`config.mk`:
```
export PLATFORM = sky130hd
export DESIGN_NAME = alu_arbiter
export DESIGN_NICKNAME = d
export VERILOG_FILES = /design/src/rtl/alu_arbiter.sv
export SDC_FILE = /design/constraint.sdc
export NUM_CORES = 1
export LEC_CHECK = 0
export CORE_MARGIN = 2
export CORE_UTILIZATION = 45
export DETAILED_ROUTE_END_ITERATION = 7
export PLACE_DENSITY_LB_ADDON = 0.08
export SLEW_MARGIN = 0
export SYNTH_ARGS = -nofsm -noshare
export SYNTH_HDL_FRONTEND = slang
export SYNTH_HIERARCHICAL = 1
export SYNTH_SLANG_ARGS = --single-unit
```
`constraint.sdc`:
```
create_clock -name clk -period 15.4 [get_ports clk]
set_clock_uncertainty 0.05 [all_clocks]
set_input_delay 3.85 -clock clk [delete_from_list [all_inputs] [get_ports clk]]
set_output_delay 3.85 -clock clk [all_outputs]
set_load 0.03 [all_outputs]
```
`src/rtl/alu_arbiter.sv`:
```
// rtl/alu_arbiter.sv - two-requester arbiter sharing one 32-bit ALU behind a one-entry response register
// ALU_Ctrl map: 00 ADD 01 SUB 02 SLL 03 SLT 04 SLTU 05 XOR 06 SRL 07 SRA 08 OR 09 AND 0A-0F BEQ/BNE/BLT/BGE/BLTU/BGEU 10 LUI

module alu32 (
  input  logic [4:0]  ctrl_i,
  input  logic [31:0] a_i,
  input  logic [31:0] b_i,
  output logic [31:0] result_o,
  output logic        zero_o,
  output logic        illegal_o
);
  always_comb begin
    result_o  = '0;
    zero_o    = 1'b0;
    illegal_o = 1'b0;
    // Branch compares leave result at zero and report only through zero_o
    case (ctrl_i)
      5'h00: result_o = a_i + b_i;
      5'h01: result_o = a_i - b_i;
      5'h02: result_o = a_i << b_i[4:0];
      5'h03: result_o = {31'd0, $signed(a_i) < $signed(b_i)};
      5'h04: result_o = {31'd0, a_i < b_i};
      5'h05: result_o = a_i ^ b_i;
      5'h06: result_o = a_i >> b_i[4:0];
      5'h07: result_o = $unsigned($signed(a_i) >>> b_i[4:0]);
      5'h08: result_o = a_i | b_i;
      5'h09: result_o = a_i & b_i;
      5'h0A: zero_o = (a_i == b_i);
      5'h0B: zero_o = (a_i != b_i);
      5'h0C: zero_o = ($signed(a_i) < $signed(b_i));
      5'h0D: zero_o = ($signed(a_i) >= $signed(b_i));
      5'h0E: zero_o = (a_i < b_i);
      5'h0F: zero_o = (a_i >= b_i);
      5'h10: result_o = b_i;
      default: illegal_o = 1'b1;
    endcase
  end
endmodule

module alu_arbiter #(
  parameter int FAIR = 1
) (
  input  logic        clk,
  input  logic        rst_n,
  input  logic        req0_valid,
  output logic        req0_ready,
  input  logic [4:0]  req0_op,
  input  logic [31:0] req0_a,
  input  logic [31:0] req0_b,
  input  logic        req1_valid,
  output logic        req1_ready,
  input  logic [4:0]  req1_op,
  input  logic [31:0] req1_a,
  input  logic [31:0] req1_b,
  output logic        rsp_valid,
  input  logic        rsp_ready,
  output logic        rsp_id,
  output logic [31:0] rsp_result,
  output logic        rsp_flag,
  output logic        rsp_illegal,
  output logic [15:0] grant_cnt0,
  output logic [15:0] grant_cnt1
);
  logic        valid_q, valid_d;
  logic        id_q, id_d;
  logic [31:0] result_q, result_d;
  logic        flag_q, flag_d;
  logic        illegal_q, illegal_d;
  logic [15:0] cnt0_q, cnt0_d, cnt1_q, cnt1_d;
  logic        last_q, last_d;

  logic        slot_free, sel1, accept0, accept1, accept;
  logic [4:0]  alu_op;
  logic [31:0] alu_a, alu_b, alu_result;
  logic        alu_zero, alu_illegal;

  assign slot_free = !valid_q || rsp_ready;
  // last_q=1 means requester 1 won last, so requester 0 wins the next contention
  assign sel1      = req1_valid && (!req0_valid || ((FAIR != 0) && !last_q));
  assign accept1   = rst_n && slot_free && sel1;
  assign accept0   = rst_n && slot_free && req0_valid && !sel1;
  assign accept    = accept0 || accept1;

  assign req0_ready = accept0;
  assign req1_ready = accept1;

  assign alu_op = sel1 ? req1_op : req0_op;
  assign alu_a  = sel1 ? req1_a  : req0_a;
  assign alu_b  = sel1 ? req1_b  : req0_b;

  alu32 u_alu (
    .ctrl_i    (alu_op),
    .a_i       (alu_a),
    .b_i       (alu_b),
    .result_o  (alu_result),
    .zero_o    (alu_zero),
    .illegal_o (alu_illegal)
  );

  always_comb begin
    valid_d   = valid_q;
    id_d      = id_q;
    result_d  = result_q;
    flag_d    = flag_q;
    illegal_d = illegal_q;
    cnt0_d    = cnt0_q;
    cnt1_d    = cnt1_q;
    last_d    = last_q;
    if (accept) begin
      valid_d   = 1'b1;
      id_d      = accept1;
      result_d  = alu_result;
      flag_d    = alu_zero;
      illegal_d = alu_illegal;
      last_d    = accept1;
    end else if (rsp_ready) begin
      valid_d = 1'b0;
    end
    if (accept0 && cnt0_q != 16'hFFFF) cnt0_d = cnt0_q + 16'd1;
    if (accept1 && cnt1_q != 16'hFFFF) cnt1_d = cnt1_q + 16'd1;
  end

  always_ff @(posedge clk or negedge rst_n) begin
    if (!rst_n) begin
      valid_q   <= 1'b0;
      id_q      <= 1'b0;
      result_q  <= '0;
      flag_q    <= 1'b0;
      illegal_q <= 1'b0;
      cnt0_q    <= '0;
      cnt1_q    <= '0;
      last_q    <= 1'b1;
    end else begin
      valid_q   <= valid_d;
      id_q      <= id_d;
      result_q  <= result_d;
      flag_q    <= flag_d;
      illegal_q <= illegal_d;
      cnt0_q    <= cnt0_d;
      cnt1_q    <= cnt1_d;
      last_q    <= last_d;
    end
  end

  assign rsp_valid   = valid_q;
  assign rsp_id      = id_q;
  assign rsp_result  = result_q;
  assign rsp_flag    = flag_q;
  assign rsp_illegal = illegal_q;
  assign grant_cnt0  = cnt0_q;
  assign grant_cnt1  = cnt1_q;
endmodule

```
==> results of run 1 <==
cell type report:
cell class,count,area [sq um]
fill,2748,13000
timing repair buffer,233,2280
clock inverter,4,95.1
sequential,69,1730
inverter,111,417
multi-input combinational,1387,10500
clock buffer,12,246
tap,384,480
power by group through the flow:
stage               Sequential [uW]  Clock (uW)  Combinational [uW]
CTS                             280         242                1050
global placement                280           0                1040
global route                    288         252                1140
finish                          280         239                1080
detailed placement              282           0                1040
floorplan                       375           0                 575
worst register-to-register path, cell delays in order, from the launching register on:
cell and delay (ns):
dfstp_2 0.39, a21boi_4 0.12, buf_4 0.35, buf_4 0.57, mux2_2 0.34, buf_4 0.33, clkinv_1 0.57, ha_1 0.64
a21o_1 0.22, a221o_1 0.42, a22oi_1 0.53, o31ai_1 0.37, a221o_1 0.46, a211oi_1 0.30, xor2_1 0.18, o21ai_1 0.07
mux2_2 0.29
cell usage after synthesis (23+ instances only):
cell type / count
a211oi_1: 23
a21oi_1: 141
a221oi_1: 23
buf_2: 25
clkbuf_1: 67
dfrtp_1: 68
ha_1: 99
inv_1: 106
mux2_2: 120
mux2i_1: 39
mux4_2: 40
nand2_1: 124
nand3_1: 44
nand4_1: 25
nor2_1: 174
nor3_1: 40
o211ai_1: 26
o21ai_0: 93
cells by family (layout without fill, tap and decap cells):
group | Yosys count | in the layout | share of synthesized area
DFF | 69 | 69 | 0.132
muxes | 204 | 204 | 0.209
AOI/OAI and AO/OA | 535 | 535 | 0.278
adders and majority gates | 101 | 101 | 0.0977
buffers and inverters | 229 | 360 | 0.0708
and+or+nand+nor | 518 | 518 | 0.193
xor gates and xnor gates | 29 | 29 | 0.0194
state kept, by name, summed over array words and instances (netlist names):
signal       flops
grant_cnt0      16
grant_cnt1      16
last_q           1
rsp_flag         1
rsp_id           1
rsp_illegal      1
rsp_result      32
rsp_valid        1
through the flow:
step | instance area [sq um] | util | power, uW | hold WS [ns]
after floorplan | 13100 | - | 950 | 0.517
after global placement | 15400 | 0.535 | 1320 | 0.417
after detailed placement | 15400 | 0.535 | 1330 | 0.417
after CTS | 15700 | 0.547 | 1570 | 0.430
after global routing | 15700 | 0.547 | 1680 | 0.456
final | 15700 | 0.547 | 1590 | 0.428
routing by layer:
| layer | wire (um) | vias to the layer above | global-route usage | share of wire |
|---|---|---|---|---|
| met5 | 0 | - | 0 | 0 |
| met4 | 3030 | 0 | 0.165 | 0.054 |
| met3 | 4850 | 149 | 0.0573 | 0.086 |
| met2 | 24800 | 853 | 0.557 | 0.44 |
| met1 | 23700 | 7022 | 0.486 | 0.42 |
| li1 | - | 6582 | - | - |
how the worst min path moves through the flow:
| stage | cells after the start | endpoint | slack, ns | startpoint |
|---|---|---|---|---|
| 5_1_grt | 2 | rsp_id$_DFFE_PN0P_ | 0.46 | rsp_id$_DFFE_PN0P_ |
| 3_5_place_dp | 2 | rsp_id$_DFFE_PN0P_ | 0.42 | rsp_id$_DFFE_PN0P_ |
| 6_report | 2 | rsp_id$_DFFE_PN0P_ | 0.43 | rsp_id$_DFFE_PN0P_ |
| 3_3_place_gp | 2 | rsp_id$_DFFE_PN0P_ | 0.42 | rsp_id$_DFFE_PN0P_ |
| 4_1_cts | 2 | rsp_id$_DFFE_PN0P_ | 0.43 | rsp_id$_DFFE_PN0P_ |
| 2_1_floorplan | 1 | last_q$_DFFE_PN1P_ | 0.52 | last_q$_DFFE_PN1P_ |
==> impl_metrics.ini, run 1 <==
[synth]
async_flop_share = 1.00
synth-edff-count = 0
ys_types = 90
synth.largest_area_cell = dfrtp_1
ys_ff_latch = 69
ys.flop_type = dfrtp_1
ys_seq_area_frac = 0.132
postSynthCellCount = 1685
synth_area_sq_mm = 0.0131
synth_top_area_share = 0.130
synth.avg_cell_area_sq_um = 7.76
ys_warn_count = 6
synthTopCellsByArea = dfrtp_1 13%, mux2_2 10%, ha_1 9.5%
synth_nets = 1929

[die]
die_area_sq_mm = 0.0305
boundaryPins = 213
num_rows = 62
coreArea_sq_mm = 0.0287
die_h_um = 175
die_w_um = 175
initial_core_util = 0.456

[sta]
slew_headroom = 0.101
setup_viol = 0
hold_violations = 0
setup_slack_ns = 5.16
finalSetupTns_ns = 0
fin_crit_sh = 0.665
slew_violations = 0
fmax_mhz = 97.7
period_minus_slack_ns = 10.24
worstMarginPinSlew_ns = 1.35
rsz0062_at_grt = false

[critical_path]
critPathMaxStageDelay_ns = 0.69
startpoint = req0_valid
cp_common_cell = clkdlybuf4s50_1
r2r-start = last_q$_DFFE_PN1P_
cp.arrival_ns = 6.34
required_ns = 11.50
cp-end-kind = output pin
cp_slowest_cell = clkdlybuf4s50_1
reg2reg_to = rsp_result[28]$_DFFE_PN0P_
crit_cells = 6
critPathMaxFanout = 26
r2r_slack_ns = 9.09
crit_path_end = req1_ready
worst-path-buf-inv = 4
worstPathCellList = clkdlybuf4s50_1 -> a21boi_4 -> buf_4 -> nand3_2 -> inv_1 -> clkdlybuf4s50_1
path_class = primary input to output pin
rr_worst_depth = 16
crit_family = buffers and inverters
start_kind = primary input

[layout]
antenna_cells = 0
nets = 2055
drive_above_1_share = 0.128
finalNonFillerCells = 2200
final_common_cell = clkdlybuf4s50_1
final_cell_mix = 211 x clkdlybuf4s50_1, 174 x nor2_1, 141 x a21oi_1, 123 x nand2_1, 119 x mux2_2
area_growth_pct = 20.0

[cts]
clock_latency_ns = 0.33
cts_resized = 0
cts.htree.levels = 3
cts_tree = built
clockBufferDepth = 2
cts.clk_slew.worst_paths_ns = 0.06
cts_num_sinks = 69
cts.hold.buffers_added = 0
root_buffer = clkbuf_16
cts_buffers = 9
post_cts_buffers = 0

[detailed_routing]
firstDrtPassIters = 6
drc = 0
wl_per_cell_um = 25.6
finalWirelength_mm = 56.4
vias = 14600
drt_iter0_drc = 2002
vias_per_cell = 6.64
ant_nets = 0

[power]
power_leakage_uw = 0.00653
p_int_uw = 807
clkPwrFrac = 0.150
power.density_mw_per_mm2 = 102
switching_share = 0.494
combPwrFrac = 0.675
p_seq_frac = 0.175
net-switching-power_uw = 788
irDropWorstVdd_mv = 0.0939

[global_routing]
antenna_found_initial = 0
grt_overflow = 0
grt_pass1_vias = 13700
track_usage = 0.358
grt_max_degree = 75
grt_pass1_wl_mm = 84.2

[min_path]
hold_class = flip-flop to flip-flop

[placed_design]
post-dp-hpwl_mm = 43.0
port_buffers = 212
place_worst_setup_slack_ns = 5.13
dp.cells = 2184
gp_congestion = 1.00

[outcome]
status = complete, no violations

[flow_run]
drv_cap = 0
Note: power is estimated with default switching activity, not from simulation.
==> run 2, diff against run 1 <==
==> constraint.sdc (replaced) <==
create_clock -name clk -period 10.6 [get_ports clk]
set_clock_uncertainty 0.05 [all_clocks]
set_input_delay 2.65 -clock clk [delete_from_list [all_inputs] [get_ports clk]]
set_output_delay 2.65 -clock clk [all_outputs]
set_load 0.03 [all_outputs]
==> impl_metrics.ini, run 2 (synthesis gave the netlist of run 1 again) <==
[layout]
area_growth_pct = 19.8
multi_input_area_sq_mm = 0.0105
final_cell_mix = 211 x clkdlybuf4s50_1, 174 x nor2_1, 141 x a21oi_1, 123 x nand2_1, 119 x mux2_2
nets = 2053
stdcell_area_sq_mm = 0.0157
largest_register_ffs = 32
drive_above_1_share = 0.128
fillers = 2723
antenna_cells = 0
finalNonFillerCells = 2197
register_area_sq_mm = 0.00173
utilization = 0.546
final_common_cell = clkdlybuf4s50_1

[outcome]
status = complete, no violations

[placed_design]
port_buffers = 212
gp_congestion = 1.03
place_area_sq_mm = 0.0154
dp.cells = 2182
post-dp-hpwl_mm = 43.3

[sta]
setup_viol = 0
worstMarginPinSlew_ns = 1.16
slew_violations = 0
fmax_mhz = 122
rsz0062_at_grt = false
fin_crit_sh = 0.771
slew_headroom = 0.220
hold_violations = 0
period_minus_slack_ns = 8.18
finalSetupTns_ns = 0

[global_routing]
grt_pass1_wl_mm = 85.3
track_usage = 0.361
grt_overflow = 0
grt_max_degree = 70
antenna_found_initial = 0
grt_pass1_vias = 13900

[critical_path]
cp_slowest_cell = mux2_4
cp.arrival_ns = 8.35
required_ns = 10.77
crit_cells = 17
worstPathCellList = clkdlybuf4s50_1 -> a21boi_4 -> buf_12 -> mux2_4 -> buf_4 -> ha_1 -> fa_1 -> nor2_1 -> o311a_1 -> o22ai_1 -> a211oi_1 -> o21ai_0 -> a21boi_0 -> o21a_1 -> o32ai_1 -> nand2_1 -> mux2_2
rr_worst_depth = 14
critPathMaxStageDelay_ns = 0.73
critPathMaxFanout = 69
crit_family = compound AO/OA/AOI/OAI gates
worst-path-buf-inv = 3
path_class = primary input to flip-flop
cp-end-kind = flip-flop
start_kind = primary input

[detailed_routing]
firstDrtPassIters = 6
vias = 14800
vias_per_cell = 6.73
ant_nets = 0
drt_iter0_drc = 2004
wl_per_cell_um = 25.7
drc = 0
finalWirelength_mm = 56.5

[min_path]
hold_class = flip-flop to flip-flop
min_delay_path_depth = 1

[cts]
cts_buffers = 9
cts_resized = 0
cts.clk_slew.worst_paths_ns = 0.06
post_cts_buffers = 0
cts_num_sinks = 69
clock_latency_ns = 0.33
cts.htree.levels = 3
cts_tree = built
cts.hold.buffers_added = 0
root_buffer = clkbuf_16
clockBufferDepth = 2

[die]
die_area_sq_mm = 0.0305
num_rows = 62
die_w_um = 175
boundaryPins = 213
initial_core_util = 0.456
coreArea_sq_mm = 0.0287
die_h_um = 175

[flow_run]
drv_cap = 0

[power]
power_leakage_uw = 0.00650
power.density_mw_per_mm2 = 146
irDropWorstVdd_mv = 0.151
==> run 2: power breakdown <==
group	internal, uW	switching (uW)	leakage [uW]
clock	205	116	0.000147
combinational	597	964	0.00549
sequential	339	69.0	0.000868
==> run 2: stage by stage <==
| step | hold WS [ns] | total power [uW] | setup WS (ns) |
|---|---|---|---|
| 2_1_floorplan | 0.517 | 1380 | 3.25 |
| 5_1_grt | 0.469 | 2400 | 2.14 |
| 4_1_cts | 0.456 | 2260 | 2.54 |
| 3_3_place_gp | 0.414 | 1920 | 2.35 |
| 3_5_place_dp | 0.443 | 1930 | 2.20 |
| 6_report | 0.453 | 2290 | 2.42 |
==> run 2: area by class of cell <==
type	instances	area share
Multi-Input combinational cell	1387	0.667
Timing Repair Buffer	231	0.145
Sequential cell	69	0.110
Tap cell	384	0.0307
Inverter	111	0.0266
Clock buffer	9	0.0144
Clock inverter	6	0.00567
==> run 2: per-layer routing <==
layer | GRT usage | up-vias | share of wire
met5 | 0 | - | 0
met4 | 0.150 | 0 | 0.052
met3 | 0.0466 | 158 | 0.093
met2 | 0.570 | 953 | 0.44
met1 | 0.497 | 7107 | 0.41
li1 | - | 6578 | -
==> run 2: final timing paths <==
check,from,to,slack [ns]
setup / recovery,req0_valid,rsp_result[30]$_DFFE_PN0P_,2.42
hold / removal,rsp_result[26]$_DFFE_PN0P_,rsp_result[26]$_DFFE_PN0P_,0.45
setup reg to reg,last_q$_DFFE_PN1P_,rsp_result[29]$_DFFE_PN0P_,4.95
hold reg to reg,rsp_result[26]$_DFFE_PN0P_,rsp_result[26]$_DFFE_PN0P_,0.45
max in group asynchronous,rst_n,rsp_result[26]$_DFFE_PN0P_,7.33
min in group asynchronous,rst_n,grant_cnt0[11]$_DFFE_PN0P_,2.18
==> run 3, diff against run 2 <==
==> constraint.sdc (replaced) <==
create_clock -name clk -period 7.35 [get_ports clk]
set_clock_uncertainty 0.05 [all_clocks]
set_input_delay 1.8375 -clock clk [delete_from_list [all_inputs] [get_ports clk]]
set_output_delay 1.8375 -clock clk [all_outputs]
set_load 0.03 [all_outputs]
==> impl_metrics.ini, run 3 (synthesis gave the netlist of run 1 again) <==
[cts]
root_buffer = clkbuf_16
clockBufferDepth = 2
cts_resized = 0
cts.htree.levels = 3
clock_latency_ns = 0.33
cts.clk_slew.worst_paths_ns = 0.06
cts_tree = built
post_cts_buffers = 0
cts.hold.buffers_added = 0
cts_num_sinks = 69
cts_buffers = 9

[critical_path]
required_ns = 7.57
worstPathCellList = clkdlybuf4s50_1 -> a21boi_4 -> buf_12 -> buf_4 -> mux2_2 -> inv_1 -> ha_1 -> or4_1 -> or3_1 -> nor4_1 -> nand2_1 -> o211a_1 -> and3_1 -> o21a_1 -> o31ai_1 -> mux2_2
reg2reg_to = rsp_result[29]$_DFFE_PN0P_
r2r_slack_ns = 2.45
path_class = primary input to flip-flop
cp-end-kind = flip-flop
worst-path-buf-inv = 4
r2r-start = last_q$_DFFE_PN1P_
start_kind = primary input
crit_family = simple AND/OR/NAND/NOR gates
cp.arrival_ns = 6.91
critPathMaxFanout = 33
cp_common_cell = mux2_2
critPathMaxStageDelay_ns = 0.58
rr_worst_depth = 16
cp_slowest_cell = clkdlybuf4s50_1

[die]
die_area_sq_mm = 0.0305
boundaryPins = 213
coreArea_sq_mm = 0.0287
initial_core_util = 0.456
num_rows = 62
die_h_um = 175
die_w_um = 175

[min_path]
hold_path_end = rsp_id$_DFFE_PN0P_
hold_class = flip-flop to flip-flop
worstHoldStart = rsp_id$_DFFE_PN0P_
min_delay_path_depth = 2

[detailed_routing]
vias_per_cell = 6.64
drt_iter0_drc = 1778
vias = 14900
ant_nets = 0
wl_per_cell_um = 25.4
drc = 0
firstDrtPassIters = 8
finalWirelength_mm = 56.9

[sta]
rsz0062_at_grt = false
hold_violations = 0
fmax_mhz = 149
finalSetupTns_ns = 0
slew_headroom = 0.153
worstMarginPinSlew_ns = 1.25
setup_slack_ns = 0.657
setup_viol = 0
slew_violations = 0
fin_crit_sh = 0.911
fin_hold_ws_ns = 0.442
period_minus_slack_ns = 6.69

[layout]
final_cell_mix = 211 x clkdlybuf4s50_1, 174 x nor2_1, 141 x a21oi_1, 124 x nand2_1, 119 x mux2_2
nets = 2092
final_common_cell = clkdlybuf4s50_1
largest_register_ffs = 32
utilization = 0.555
fillers = 2743
drive_above_1_share = 0.146
area_growth_pct = 21.9

[placed_design]
gp_congestion = 1.03
post-dp-hpwl_mm = 44.5
place_worst_setup_slack_ns = 0.327
port_buffers = 212

[power]
power_leakage_uw = 0.00669
power.density_mw_per_mm2 = 207
irDropWorstVdd_mv = 0.187
fin_total_pwr_uw = 3300

[global_routing]
grt_pass1_wl_mm = 85.4
grt_overflow = 0
grt_max_degree = 62
track_usage = 0.363
antenna_found_initial = 1
grt_pass1_vias = 13900

[outcome]
status = complete, no violations

[flow_run]
drv_cap = 0
run 3: cell types whose count changed in the layout (fill, tap and decap cells not counted), sizes merged:
cell / before / now
clkinv: 4 / 7
bufinv: 2 / 1
clkinvlp: 2 / 0
buf: 20 / 59
diode: 0 / 1
run 3: cell type report:
class | count | area [sq um] | area share
Antenna cell | 1 | 2.50 | 0.000157
Clock buffer | 9 | 225 | 0.0141
Clock inverter | 6 | 55.1 | 0.00345
Inverter | 111 | 417 | 0.0261
Multi-Input combinational cell | 1387 | 10500 | 0.656
Sequential cell | 69 | 1730 | 0.108
Tap cell | 384 | 480 | 0.0301
Timing Repair Buffer | 270 | 2580 | 0.162
run 3: power by group:
| part | internal [uW] | switching, uW | total (uW) |
|---|---|---|---|
| Clock | 257 | 157 | 415 |
| Combinational | 896 | 1410 | 2300 |
| Sequential | 489 | 93.1 | 582 |
run 3: tightest hold or removal path: stages, from the launching register on:
cell and delay, ns:
dfrtp_1 0.34, nand2_1 0.06, nand2_1 0.06
run 3: worst max-delay path by stage:
| stage | from | to | slack, ns | cells after the start |
|---|---|---|---|---|
| after global routing | req0_valid | rsp_flag$_DFFE_PN0P_ | 0.43 | 16 |
| final | req0_valid | rsp_flag$_DFFE_PN0P_ | 0.66 | 16 |
| after CTS | req0_valid | rsp_flag$_DFFE_PN0P_ | 0.67 | 16 |
| after floorplan | req1_valid | rsp_result[28]$_DFFE_PN0P_ | 0.81 | 18 |
| after global placement | req0_valid | rsp_flag$_DFFE_PN0P_ | 0.53 | 16 |
| after detailed placement | req0_valid | rsp_flag$_DFFE_PN0P_ | 0.33 | 16 |
run 3: stage by stage:
| stage | instance area, sq um | std cells |
|---|---|---|
| 2_1_floorplan | 13100 | 1685 |
| 5_1_grt | 15900 | 2236 |
| 3_3_place_gp | 15700 | 2221 |
| 6_report | 15900 | 2237 |
| 3_5_place_dp | 15700 | 2221 |
| 4_1_cts | 15900 | 2236 |
run 3: routing by layer:
| metal | share of wire | track usage | vias up |
|---|---|---|---|
| met5 | 0 | 0 | - |
| met2 | 0.44 | 0.566 | 943 |
| li1 | - | - | 6658 |
| met4 | 0.058 | 0.178 | 0 |
| met1 | 0.41 | 0.484 | 7074 |
| met3 | 0.097 | 0.0652 | 179 |
